`config.mk`:
```
export PLATFORM = sky130hd
export DESIGN_NAME = rsa_exp_sequencer
export DESIGN_NICKNAME = d
export VERILOG_FILES = /design/src/rtl/rsa_exp_sequencer.sv
export SDC_FILE = /design/constraint.sdc
export NUM_CORES = 1
export LEC_CHECK = 0
export CORE_MARGIN = 1
export CORE_UTILIZATION = 32
export DETAILED_ROUTE_END_ITERATION = 16
export PLACE_DENSITY = 0.59
export SLEW_MARGIN = 20
export SYNTH_ARGS = -nofsm -noshare
export SYNTH_HDL_FRONTEND = slang
export SYNTH_SLANG_ARGS = --single-unit
export TNS_END_PERCENT = 5
```
`constraint.sdc`:
```
create_clock -name clk -period 3 [get_ports clk]
set_input_delay 0.45 -clock clk [delete_from_list [all_inputs] [get_ports clk]]
set_output_delay 0.45 -clock clk [all_outputs]
set_load 0.02 [all_outputs]
```
`src/rtl/rsa_exp_sequencer.sv`:
```
// Sequences a Montgomery multiplier through left-to-right square-and-multiply
// exponentiation and answers the control FSM's en/clear/eoc handshake.
//   state   | meaning
//   IDLE    | waiting for en_rsa=1 and clear_rsa=1, exponent latched on exit
//   PRECOMP | M*R2 -> Mbar
//   SQUARE  | P*P for the current exponent bit
//   MULT    | P*Mbar when the current exponent bit is 1
//   FINAL   | P*1, leaves the Montgomery domain
//   DONE    | eoc_rsa held high until an abort
module rsa_exp_sequencer #(
    parameter int WIDTH = 8
) (
    input  logic             clk,
    input  logic             rstb,
    input  logic             ena,
    input  logic             en_rsa,
    input  logic             clear_rsa,
    input  logic [WIDTH-1:0] exponent,
    output logic             mmm_start,
    output logic [1:0]       mmm_sel,
    input  logic             mmm_done,
    output logic             load_result,
    output logic             busy,
    output logic             eoc_rsa
);
    localparam int IW = $clog2(WIDTH);
    localparam logic [IW-1:0] IDX_TOP = IW'(WIDTH - 1);

    typedef enum logic [2:0] {
        S_IDLE,
        S_PRECOMP,
        S_SQUARE,
        S_MULT,
        S_FINAL,
        S_DONE
    } state_t;

    state_t           r_state, w_state_nx;
    logic [IW-1:0]    r_idx, w_idx_nx;
    logic [WIDTH-1:0] r_exp, w_exp_nx;
    logic             r_issued, w_issued_nx;
    logic [1:0]       r_sel, w_sel_nx;
    logic             w_abort, w_op, w_complete, w_bit, w_last;

    always_ff @(posedge clk or negedge rstb) begin
        if (!rstb) begin
            r_state  <= S_IDLE;
            r_idx    <= IDX_TOP;
            r_exp    <= '0;
            r_issued <= 1'b0;
            r_sel    <= 2'd0;
        end else if (ena) begin
            r_state  <= w_state_nx;
            r_idx    <= w_idx_nx;
            r_exp    <= w_exp_nx;
            r_issued <= w_issued_nx;
            r_sel    <= w_sel_nx;
        end
    end

    always_comb begin
        w_abort     = !clear_rsa || !en_rsa;
        w_op        = (r_state == S_PRECOMP) || (r_state == S_SQUARE) ||
                      (r_state == S_MULT) || (r_state == S_FINAL);
        w_complete  = w_op && r_issued && mmm_done && !w_abort;
        w_bit       = r_exp[r_idx];
        w_last      = (r_idx == '0);
        mmm_start   = ena && w_op && !r_issued && !w_abort;
        load_result = ena && w_complete;
        busy        = w_op;
        eoc_rsa     = (r_state == S_DONE);
        mmm_sel     = r_sel;
    end

    always_comb begin
        w_state_nx  = r_state;
        w_idx_nx    = r_idx;
        w_exp_nx    = r_exp;
        w_issued_nx = r_issued;
        if (w_abort) begin
            w_state_nx  = S_IDLE;
            w_idx_nx    = IDX_TOP;
            w_issued_nx = 1'b0;
        end else begin
            case (r_state)
                S_IDLE: begin
                    w_exp_nx   = exponent;
                    w_idx_nx   = IDX_TOP;
                    w_state_nx = S_PRECOMP;
                end
                S_PRECOMP, S_SQUARE, S_MULT, S_FINAL: begin
                    if (!r_issued) begin
                        w_issued_nx = 1'b1;
                    end else if (mmm_done) begin
                        w_issued_nx = 1'b0;
                        case (r_state)
                            S_PRECOMP: w_state_nx = S_SQUARE;
                            S_SQUARE: begin
                                if (w_bit) begin
                                    w_state_nx = S_MULT;
                                end else if (!w_last) begin
                                    w_idx_nx = r_idx - 1'b1;
                                end else begin
                                    w_state_nx = S_FINAL;
                                end
                            end
                            S_MULT: begin
                                if (!w_last) begin
                                    w_state_nx = S_SQUARE;
                                    w_idx_nx   = r_idx - 1'b1;
                                end else begin
                                    w_state_nx = S_FINAL;
                                end
                            end
                            default: w_state_nx = S_DONE;
                        endcase
                    end
                end
                S_DONE:  w_state_nx = S_DONE;
                default: w_state_nx = S_IDLE;
            endcase
        end
    end

    // Operand select follows the state being entered so it is stable from the start cycle.
    always_comb begin
        case (w_state_nx)
            S_SQUARE: w_sel_nx = 2'd1;
            S_MULT:   w_sel_nx = 2'd2;
            S_FINAL:  w_sel_nx = 2'd3;
            default:  w_sel_nx = 2'd0;
        endcase
    end
endmodule
```
==> summary.log <==
[logic_synthesis] sequential element share of the synthesized area 37.69%
[logic_synthesis] Yosys Warn Count 0
[route] Top Layer Used met4
[layout] share of post-route cells with drive strength above 1 16.03%
[cts] clock tree from TritonCTS yes
[floorplanning] Placeable Area 0.003363 mm^2
[power] largest vdd supply drop 253.5 uV
[logic_synthesis] Synth Flop Type sky130_fd_sc_hd__dfrtp_1
[cts] clock sink total 17
[logic_synthesis] area of the mapped netlist 0.001139 mm^2
[logic_synthesis] register bit count reported by yosys 17
[logic_synthesis] Async SR Flop Fraction 100.0%
[critical_path] Req. time, crit path 2550 ps
[placed_design] dpl hpwl 1.779 mm
[floorplanning] chip height 61.65 um
[route] ratio of routed vias to standard cells 5.085
[cts] maximum count of clock buffers along a single path 2
[route] Met1 Wirelength 1.106 mm
[cts] H-tree levels 1
[placed_design] Final Wtd Congestion 0.8612
[cts] number of buffers created by CTS 3
[route] number of iterations in the first detailed-routing pass 4
[critical_path] Arrival @ worst endpoint 2290 ps
[layout] Ant. Diodes 0
[layout] number of nets in the finished design 148
[power] total power density per cell area 395.9 mW/mm^2
[logic_synthesis] count of flip-flops with a built-in enable after synthesis 0
[cts] hold buffer count at CTS 0
[floorplanning] Die Outline Area 0.003801 mm^2
[grt] initial antenna violation count 0
[sta] fmax 365.5 MHz
[sta] setup violators final 0
[route] number of design-rule violations left by the first detailed-router iteration 74
[sta] crit path time final 2736 ps
[sta] Final Hold Fails 0
[grt] global-route wire length before repair 3.960 mm
[cts] cells resized by post-CTS repair 0
[logic_synthesis] unique cell type count in the Yosys netlist 47
[route] post-detailed-routing wire length 2.306 mm
[cts] Post-CTS Setup Repair Bufs 0
[route] average wire per standard cell 13.03 um
[floorplanning] die outline width 61.65 um
[grt] total grt overflow 0
[outcome] run status finished, final reports clean
[logic_synthesis] Post-Syn Instances 112
[critical_path] maximum fanout along the worst path 9
[floorplanning] number of top-level pins 20
[floorplanning] Initial Utilization 33.85%
[logic_synthesis] main area contributors after synthesis sky130_fd_sc_hd__dfrtp_1 (31%), sky130_fd_sc_hd__mux2_1 (7.9%), sky130_fd_sc_hd__dfstp_2 (6.9%)
[layout] final core area utilization 41.26%
[grt] via count of the first global-routing pass 912
[critical_path] startpoint type of the worst setup path flop
[route] Detail Route Antenna Nets 0
[grt] largest net degree at the start of global routing 18
[grt] all-layer global routing usage 14.19%
[min_path] Worst Hold Class flop to flop
[floorplanning] Core Rows 21
[route] total met2 wirelength after detailed routing 1.080 mm
[critical_path] critical path endpoint category primary output
[flow_run] maximum capacitance violations 0
[logic_synthesis] Post-Syn Nets 128
[power] standby leakage power 0.5790 nW
[placed_design] count of port buffers added during placement 19
[sta] Period Utilization, post-route 91.21%
[route] number of vias after detailed routing 900
[logic_synthesis] fraction of synthesized cell area taken by the top area cell type 30.77%
[sta] transition time of the tightest slew-check pin 787.8 ps
[layout] area overhead of the layout relative to synthesis 21.87%
[sta] summed negative setup slack over all endpoints 0 ps
[cts] clock latency on the worst-skew pair 280 ps
[critical_path] type of the worst setup path flop to primary output
[sta] smallest hold slack 497.9 ps
[sta] RSZ-0062 raised after global routing no
[route] Met3 Routed Length 109 um
[sta] Max Clock Skew 1.774 ps
[cts] register clock-pin slew on the reported worst setup and hold paths 100 ps
[power] Final Power 0.5494 mW
[route] Residual DRC 0
[cts] CTS root buffer sky130_fd_sc_hd__clkbuf_4
[logic_synthesis] top cell type by total area after synthesis sky130_fd_sc_hd__dfrtp_1
[sta] number of max-slew violations in the final report 0
[logic_synthesis] mean instance size in the synthesized netlist 10.17 um^2
[sta] Slew Limit Headroom 47.32%
## path summary, 6_finish.rpt
path                       slack, ps          end  depth (start not counted)       start
setup / recovery                 260  load_result                          6  r_state[2]
max in group asynchronous       1890   r_state[1]                          1        rstb
min in group asynchronous        620   r_state[0]                          1        rstb
setup reg to reg                 850     r_idx[0]                          8    r_idx[0]
hold reg to reg                  500     r_exp[1]                          1    r_exp[1]
hold / removal                   500     r_exp[1]                          1    r_exp[1]
## logic make-up after synthesis
kind of cell / after synthesis / synth area share, %
AOI/OAI and AO/OA: 27 / 21.32
DFF: 17 / 37.69
adders and majority gates: 2 / 2.197
buffers and inverters: 11 / 5.165
muxes: 12 / 12.31
and+or+nand+nor: 43 / 21.32
## worst max-delay path: stages (launching register included)
cell and delay (ps):
sky130_fd_sc_hd__dfrtp_1 490, sky130_fd_sc_hd__inv_1 160, sky130_fd_sc_hd__nor2_1 90, sky130_fd_sc_hd__nor2_4 210
sky130_fd_sc_hd__nand3_1 180, sky130_fd_sc_hd__nor2_1 230, sky130_fd_sc_hd__clkdlybuf4s50_1 640
## metrics by stage
stage | worst slack [ps] | area [um^2] | std cells
6_report | 263.8 | 1388 | 177
5_1_grt | 9.531 | 1388 | 177
3_3_place_gp | 457.2 | 1361 | 173
2_1_floorplan | 1100 | 1139 | 112
3_5_place_dp | 411.8 | 1361 | 173
4_1_cts | 239.7 | 1388 | 177
## state kept, by name, indices dropped and copies added (netlist names)
signal and count:
r_idx 3, mmm_sel 2, r_state 3, r_exp 8
r_issued 1
## power breakdown
part | internal, mW | leakage (nW) | switching (mW)
registers | 0.263 | 0.208 | 0.0214
logic | 0.0758 | 0.356 | 0.0693
clock network | 0.0516 | 0.0150 | 0.0681
total | 0.391 | 0.579 | 0.159
## cell usage in the layout, fill, tap and decap left out, types with 2 or more instances in the layout
cell type / instances
sky130_fd_sc_hd__inv_1: 5
sky130_fd_sc_hd__nor2b_1: 2
sky130_fd_sc_hd__and2_1: 2
sky130_fd_sc_hd__ha_1: 2
sky130_fd_sc_hd__nor3_2: 2
sky130_fd_sc_hd__dfstp_2: 3
sky130_fd_sc_hd__mux2i_1: 2
sky130_fd_sc_hd__and3_1: 2
sky130_fd_sc_hd__mux2_1: 8
sky130_fd_sc_hd__nand2b_1: 2
sky130_fd_sc_hd__o21ai_1: 3
sky130_fd_sc_hd__buf_4: 2
sky130_fd_sc_hd__nand2_1: 9
sky130_fd_sc_hd__mux2_4: 2
sky130_fd_sc_hd__clkdlybuf4s50_1: 19
sky130_fd_sc_hd__dfrtp_1: 14
sky130_fd_sc_hd__o21ai_0: 2
sky130_fd_sc_hd__a21oi_1: 5
sky130_fd_sc_hd__nor2_1: 14
sky130_fd_sc_hd__clkbuf_4: 3
## layout make-up
class                           instances  area (um^2)
Inverter                                5        18.77
Multi-Input combinational cell         84        650.6
Clock buffer                            4        26.28
Sequential cell                        17        429.2
Timing Repair Buffer                   21        205.2
Fill cell                             359         1976
Tap cell                               46        57.56
## cell usage after synthesis, types with 2 or more instances
cell type / count
sky130_fd_sc_hd__o21ai_1: 3
sky130_fd_sc_hd__mux2i_1: 2
sky130_fd_sc_hd__buf_2: 2
sky130_fd_sc_hd__nor2b_1: 2
sky130_fd_sc_hd__dfrtp_1: 14
sky130_fd_sc_hd__nor2_1: 14
sky130_fd_sc_hd__mux2_4: 2
sky130_fd_sc_hd__buf_6: 2
sky130_fd_sc_hd__clkbuf_1: 2
sky130_fd_sc_hd__nor3_2: 2
sky130_fd_sc_hd__and2_1: 2
sky130_fd_sc_hd__a21oi_1: 5
sky130_fd_sc_hd__and3_1: 2
sky130_fd_sc_hd__dfstp_2: 3
sky130_fd_sc_hd__o21ai_0: 2
sky130_fd_sc_hd__nand2b_1: 2
sky130_fd_sc_hd__nand2_1: 9
sky130_fd_sc_hd__ha_1: 2
sky130_fd_sc_hd__mux2_1: 8
sky130_fd_sc_hd__inv_1: 5
## metal layers
metal  vias to the layer above  global-route usage (%)
li1                        440                       -
met4                         0                   5.397
met3                         2                   1.891
met1                       432                   18.56
met2                        26                   23.81
met5                         -                       0
No activity file was read; power rests on OpenSTA's default activity.
